--- config.mk ---
export PLATFORM = sky130hd
export DESIGN_NAME = acc_flags_8bit
export DESIGN_NICKNAME = d
export VERILOG_FILES = /design/src/rtl/alu_pkg.sv /design/src/rtl/flag_gen_8bit.sv /design/src/rtl/acc_flags_8bit.sv
export SDC_FILE = /design/constraint.sdc
export NUM_CORES = 1
export LEC_CHECK = 0
export ABC_AREA = 1
export CAP_MARGIN = 20
export CORE_ASPECT_RATIO = 0.8
export CORE_MARGIN = 3
export CORE_UTILIZATION = 40
export CTS_BUF_LIST = sky130_fd_sc_hd__clkbuf_8
export CTS_CLUSTER_SIZE = 20
export DETAILED_ROUTE_END_ITERATION = 10
export PLACE_DENSITY = 0.66
export SLEW_MARGIN = 30
export SYNTH_ARGS = -nofsm -noshare
export SYNTH_HDL_FRONTEND = slang
export SYNTH_SLANG_ARGS = --single-unit
--- constraint.sdc ---
create_clock -name clk -period 1.45 [get_ports clk]
set_input_delay 0.435 -clock clk [delete_from_list [all_inputs] [get_ports clk]]
set_output_delay 0.435 -clock clk [all_outputs]
set_load 0.005 [all_outputs]
--- src/rtl/alu_pkg.sv ---
// Shared constants and types for the adder result-capture stage.
// Flag layout in every 4-bit flag vector is {C,Z,N,V}.
package alu_pkg;

  localparam int WIDTH = 8;
  localparam int DEPTH = 2;

  localparam int FLAG_C = 3;
  localparam int FLAG_Z = 2;
  localparam int FLAG_N = 1;
  localparam int FLAG_V = 0;

  // Encodings equal the entry count so the state doubles as count.
  typedef enum logic [1:0] {
    EMPTY = 2'd0,
    ONE   = 2'd1,
    FULL  = 2'd2
  } buf_state_t;

  function automatic logic [3:0] pack_flags(
    input logic c,
    input logic z,
    input logic n,
    input logic v
  );
    logic [3:0] f;
    f         = '0;
    f[FLAG_C] = c;
    f[FLAG_Z] = z;
    f[FLAG_N] = n;
    f[FLAG_V] = v;
    return f;
  endfunction

endpackage

--- src/rtl/flag_gen_8bit.sv ---
// Derives C/Z/N/V and the captured result from the adder outputs.
// Define ACC_SAT_EN to clamp signed overflow to 0x7F/0x80.
import alu_pkg::*;

module flag_gen_8bit #(
  parameter int WIDTH = alu_pkg::WIDTH
) (
  input  logic [WIDTH-1:0] sum,
  input  logic             c_out,
  input  logic             sel,
  input  logic             a_msb,
  input  logic             b_msb,
  output logic [WIDTH-1:0] result,
  output logic [3:0]       flags
);

  logic same_sign;
  logic ovf;

  // Subtract feeds ~B to the adder, so operand signs must differ.
  assign same_sign = (a_msb == b_msb);
  assign ovf = (sel ? !same_sign : same_sign)
             & (sum[WIDTH-1] != a_msb);

`ifdef ACC_SAT_EN
  always_comb begin
    result = sum;
    if (ovf) begin
      if (a_msb)
        result = {1'b1, {(WIDTH-1){1'b0}}};
      else
        result = {1'b0, {(WIDTH-1){1'b1}}};
    end
  end
`else
  assign result = sum;
`endif

  assign flags = pack_flags(
    c_out,
    (result == '0),
    result[WIDTH-1],
    ovf
  );

endmodule

--- src/rtl/acc_flags_8bit.sv ---
// Accumulator plus 2-entry result/flag buffer behind the 8-bit adder.
// Optional saturation is enabled with the ACC_SAT_EN macro.
import alu_pkg::*;

module acc_flags_8bit #(
  parameter int WIDTH = alu_pkg::WIDTH,
  parameter int DEPTH = alu_pkg::DEPTH
) (
  input  logic             clk,
  input  logic             rst,
  input  logic             in_valid,
  output logic             in_ready,
  input  logic [WIDTH-1:0] sum,
  input  logic             c_out,
  input  logic             sel,
  input  logic             a_msb,
  input  logic             b_msb,
  input  logic             acc_clr,
  output logic [WIDTH-1:0] acc,
  output logic             out_valid,
  input  logic             out_ready,
  output logic [WIDTH-1:0] out_data,
  output logic [3:0]       out_flags
);

  buf_state_t state;
  buf_state_t state_n;

  logic [WIDTH-1:0] result;
  logic [3:0]       flags;

  logic [WIDTH-1:0] data_mem [2];
  logic [3:0]       flag_mem [2];
  logic             head;
  logic             tail;
  logic             head_n;

  logic             push;
  logic             pop;
  logic [WIDTH-1:0] nxt_data;
  logic [3:0]       nxt_flags;

  flag_gen_8bit #(
    .WIDTH (WIDTH)
  ) u_flag_gen (
    .sum    (sum),
    .c_out  (c_out),
    .sel    (sel),
    .a_msb  (a_msb),
    .b_msb  (b_msb),
    .result (result),
    .flags  (flags)
  );

  assign in_ready  = (state != buf_state_t'(DEPTH));
  assign out_valid = (state != EMPTY);
  assign push      = in_valid & in_ready;
  assign pop       = out_valid & out_ready;

  always_ff @(posedge clk or posedge rst) begin
    if (rst)
      state <= EMPTY;
    else
      state <= state_n;
  end

  always_comb begin
    state_n = state;
    unique case (state)
      EMPTY: begin
        if (push)
          state_n = ONE;
      end
      ONE: begin
        if (push && !pop)
          state_n = FULL;
        else if (pop && !push)
          state_n = EMPTY;
      end
      FULL: begin
        if (pop)
          state_n = ONE;
      end
      default: state_n = EMPTY;
    endcase
  end

  // Output registers track the entry that will be head after this edge.
  always_comb begin
    head_n    = pop ? ~head : head;
    nxt_data  = data_mem[head_n];
    nxt_flags = flag_mem[head_n];
    if (push && (tail == head_n)) begin
      nxt_data  = result;
      nxt_flags = flags;
    end
  end

  always_ff @(posedge clk or posedge rst) begin
    if (rst) begin
      head        <= 1'b0;
      tail        <= 1'b0;
      data_mem[0] <= '0;
      data_mem[1] <= '0;
      flag_mem[0] <= '0;
      flag_mem[1] <= '0;
    end else begin
      head <= head_n;
      if (push) begin
        data_mem[tail] <= result;
        flag_mem[tail] <= flags;
        tail           <= ~tail;
      end
    end
  end

  always_ff @(posedge clk or posedge rst) begin
    if (rst) begin
      out_data  <= '0;
      out_flags <= '0;
    end else if (state_n != EMPTY) begin
      out_data  <= nxt_data;
      out_flags <= nxt_flags;
    end
  end

  always_ff @(posedge clk or posedge rst) begin
    if (rst)
      acc <= '0;
    else if (acc_clr)
      acc <= '0;
    else if (push)
      acc <= result;
  end

endmodule
==> results of run 1 <==
==> sequential cells by signal (all words and copies together), names as in the netlist <==
name       cells
data_mem      14
acc            8
flag_mem       8
out_data       7
out_flags      4
state          2
head           1
tail           1
==> tightest hold or removal path: stages, from the launching register on <==
cell	delay, ps
dfrtp_1	350
nand2_1	50
nand2_1	50
==> placed cells by master, fill, tap and decap left out, drive strengths merged <==
cell type and count:
nor2 5, inv 41, clkdlybuf4s50 15, clkinv 2
buf 62, nor3 1, clkbuf 10, o21ai 32
dlygate4sd2 20, clkinvlp 1, nand3 38, nand4 2
mux2i 1, nand2 103, a21oi 2, dfrtp 45
xor2 1, bufbuf 1
==> area by class of cell <==
cell class / instances / area (sq um) / share of cell area [%]
well taps: 62 / 77.6 / 2.23
flip-flops and latches: 45 / 1130 / 32.4
multi-input cells: 185 / 1040 / 29.9
repair buffers: 101 / 963 / 27.7
clock inverters: 1 / 5.00 / 0.144
inverters: 43 / 170 / 4.89
clock buffers: 7 / 96.3 / 2.77
==> power breakdown <==
group	switching, W	internal, W
Combinational	0.00152	0.00152
Clock	0.000420	0.000431
Sequential	0.000198	0.00168
Total	0.00214	0.00364
==> path summary, 6_finish.rpt <==
kind                       slack [ps]                startpoint  cells past startpoint                  endpoint
min reg2reg                       470  out_flags[2]$_DFFE_PP0P_                      2  out_flags[2]$_DFFE_PP0P_
max reg2reg                      -140        state[1]$_DFF_PP0_                     11   out_data[6]$_DFFE_PP0P_
min                               470  out_flags[2]$_DFFE_PP0P_                      2  out_flags[2]$_DFFE_PP0P_
max                              -140        state[1]$_DFF_PP0_                     11   out_data[6]$_DFFE_PP0P_
max in group asynchronous         700                       rst                      3        state[1]$_DFF_PP0_
min in group asynchronous         540                       rst                      3        state[0]$_DFF_PP0_
==> metrics by stage <==
stage / hold slack (ps) / util, % / TNS, ps
2_1_floorplan: 446 / - / 0
3_3_place_gp: 467 / 56.8 / -11040
3_5_place_dp: 469 / 56.8 / -12360
4_1_cts: 486 / 61.5 / -1210
5_1_grt: 508 / 67.2 / -3450
6_report: 472 / 67.2 / -1300
==> repair_timing <==
item | in CTS | in global routing
gates cloned | 1 | 3
pin swaps | 6 | 19
resized for setup | 42 | 75
setup endpoints to repair | 42 | 42
buffers inserted | 15 | 6
==> layer usage <==
| metal | part of all wire, % | track usage [%] |
|---|---|---|
| met1 | 49 | 29.9 |
| met2 | 46 | 28.8 |
| met3 | 4.1 | 3.63 |
| met4 | 0.68 | 3.31 |
| met5 | 0 | 0 |
==> cells by family after synthesis <==
| kind of cell | Yosys count | synth area share, % |
|---|---|---|
| AND/OR/NAND/NOR | 148 | 29.1 |
| buffers and inverters | 56 | 11.4 |
| flip-flops | 45 | 50.9 |
| AO/OA/AOI/OAI | 34 | 7.86 |
| XOR/XNOR | 1 | 0.396 |
| multiplexers | 1 | 0.452 |
==> impl_metrics.yaml, run 1 <==
run_status:
  run_status: "finished with violations"
  failed_checks: "setup timing"
placed_design:
  port_buffers: 38
  placedCellCount: 411
  dpl-instance-area_sq_mm: 0.00294
  detailedPlacementHpwl_microns: 4020
  final_estimated_routing_congestion_in_global_placement: 0.773
  preCtsSetupSlack_ps: -424
global_route:
  first_global_vias: 2019
  grt_start_max_net_pins: 46
  grt_ovf: 0
  wire_length_of_the_first_global_routing_pass_microns: 9800
  grt_antenna_before_repair: 0
  grt_util_all_layers_pct: 19.4
synthesis:
  postSynthNetCount: 302
  synth.most_common_cell: "nand2_1"
  synth_seq_area_share_pct: 50.9
  yosysWarnings: 0
  synthArstFlopShare_pct: 100
  yosys.area.top_type_share_pct: 50.9
  syn_avg_cell_area_sq_um: 7.77
  synth.largest_area_cell: "dfrtp_1"
  netlist_top_cells_area: "dfrtp_1, nand2_1, nand3_1"
  synth-edff-count: 0
  synth_seq_cells: 45
  synth.lib_cells_used.distinct: 24
  synth_ff_type: "dfrtp_1"
  synth_common_cells: "nand2_1, dfrtp_1, inv_1"
  synthesis.instances: 285
  netlist_area_sq_mm: 0.00221
clock_network:
  cts.sink_count: 45
  path_clk_slew_ps: 80
  cts-root-to-sink-buffers: 2
  cts_hold_buf: 0
  clockRootBuffer: "clkbuf_8"
  htree_num_levels: 2
  cts_tree: "done"
  tritoncts.num_buffers: 5
  clk_latency_ps: 290
floorplanning:
  fp-row-count: 23
  fp.dieArea_sq_mm: 0.00647
  initial_core_util_pct: 42.7
  die_width_microns: 89.2
  io-pin-count: 39
  core_box_area_sq_mm: 0.00518
  die_height_microns: 72.5
finish:
  nets: 398
  drive_above_1_share_pct: 31.9
  n_antenna_cell: 0
  n_fill_cell: 424
  final_cell_area_excluding_filler_cells_sq_mm: 0.00348
  layout.cells.non_filler: 444
  synthToLayoutAreaGrowth_pct: 57.3
timing:
  timing.final.ws_setup_ps: -139
  timing.clock.skew_ps: 5.35
  timing_worst_slew_pin_value_ps: 420
  final_min_period_over_clock_period_pct: 110
  max_slew_margin_pct: 71.7
  fmax_mhz: 629
  timing.final.max_slew_violations: 0
  final_hold_viol_count: 0
  finalWorstPathRequiredPeriod_ps: 1590
  grt_setup_unrepaired: "true"
  setup_viol: 20
critical_path:
  cp_slowest_cell: "dfrtp_2"
  critPathMaxFanout: 5
  worstPathBufferInverterCount: 4
  crit_chain: "buf_6 > inv_4 > nand2_4 > buf_6 > nand3_4 > nand3_2 > nand2_2 > bufbuf_16 > nand3_1 > nand3_1 > nand2_1"
  critPathCaptureType: "register"
  crit_type: "reg -> reg"
  max_stage_delay_ps: 420
  worst_setup_path_start_kind: "register"
  crit_family: "buffers and inverters"
  worst-endpoint-required_ps: 1630
  worst-endpoint-arrival_ps: 1770
detailed_routing:
  antenna_violating_nets_post_route: 0
  drc_errors: 0
  wl_microns: 6210
  post_drt_wl_per_cell_microns: 14.0
  total_vias_in_the_final_route: 2140
  first_iter_violations: 127
  drtPass1Iterations: 5
  route.detailed.vias_per_inst: 4.82
job:
  max_cap_violations: 0
power:
  vdd.ir_drop.worst_mv: 0.629
  power.static_leakage_nw: 1.80
  finalPower_w: 0.00578
  power_density_mw_per_mm2: 1660
worst_hold_path:
  min_path_type: "reg -> reg"
(Power assumes the default switching activity.)
==> run 2, diff against run 1 <==
--- a/config.mk
+++ b/config.mk
@@ -13,6 +13,7 @@
 export CTS_BUF_LIST = sky130_fd_sc_hd__clkbuf_8
 export CTS_CLUSTER_SIZE = 20
 export DETAILED_ROUTE_END_ITERATION = 10
+export HOLD_SLACK_MARGIN = 0.05
 export PLACE_DENSITY = 0.66
 export SLEW_MARGIN = 30
 export SYNTH_ARGS = -nofsm -noshare
==> results of run 2 <==
No change in the layout: final DEF, timing and power equal those of run 1.
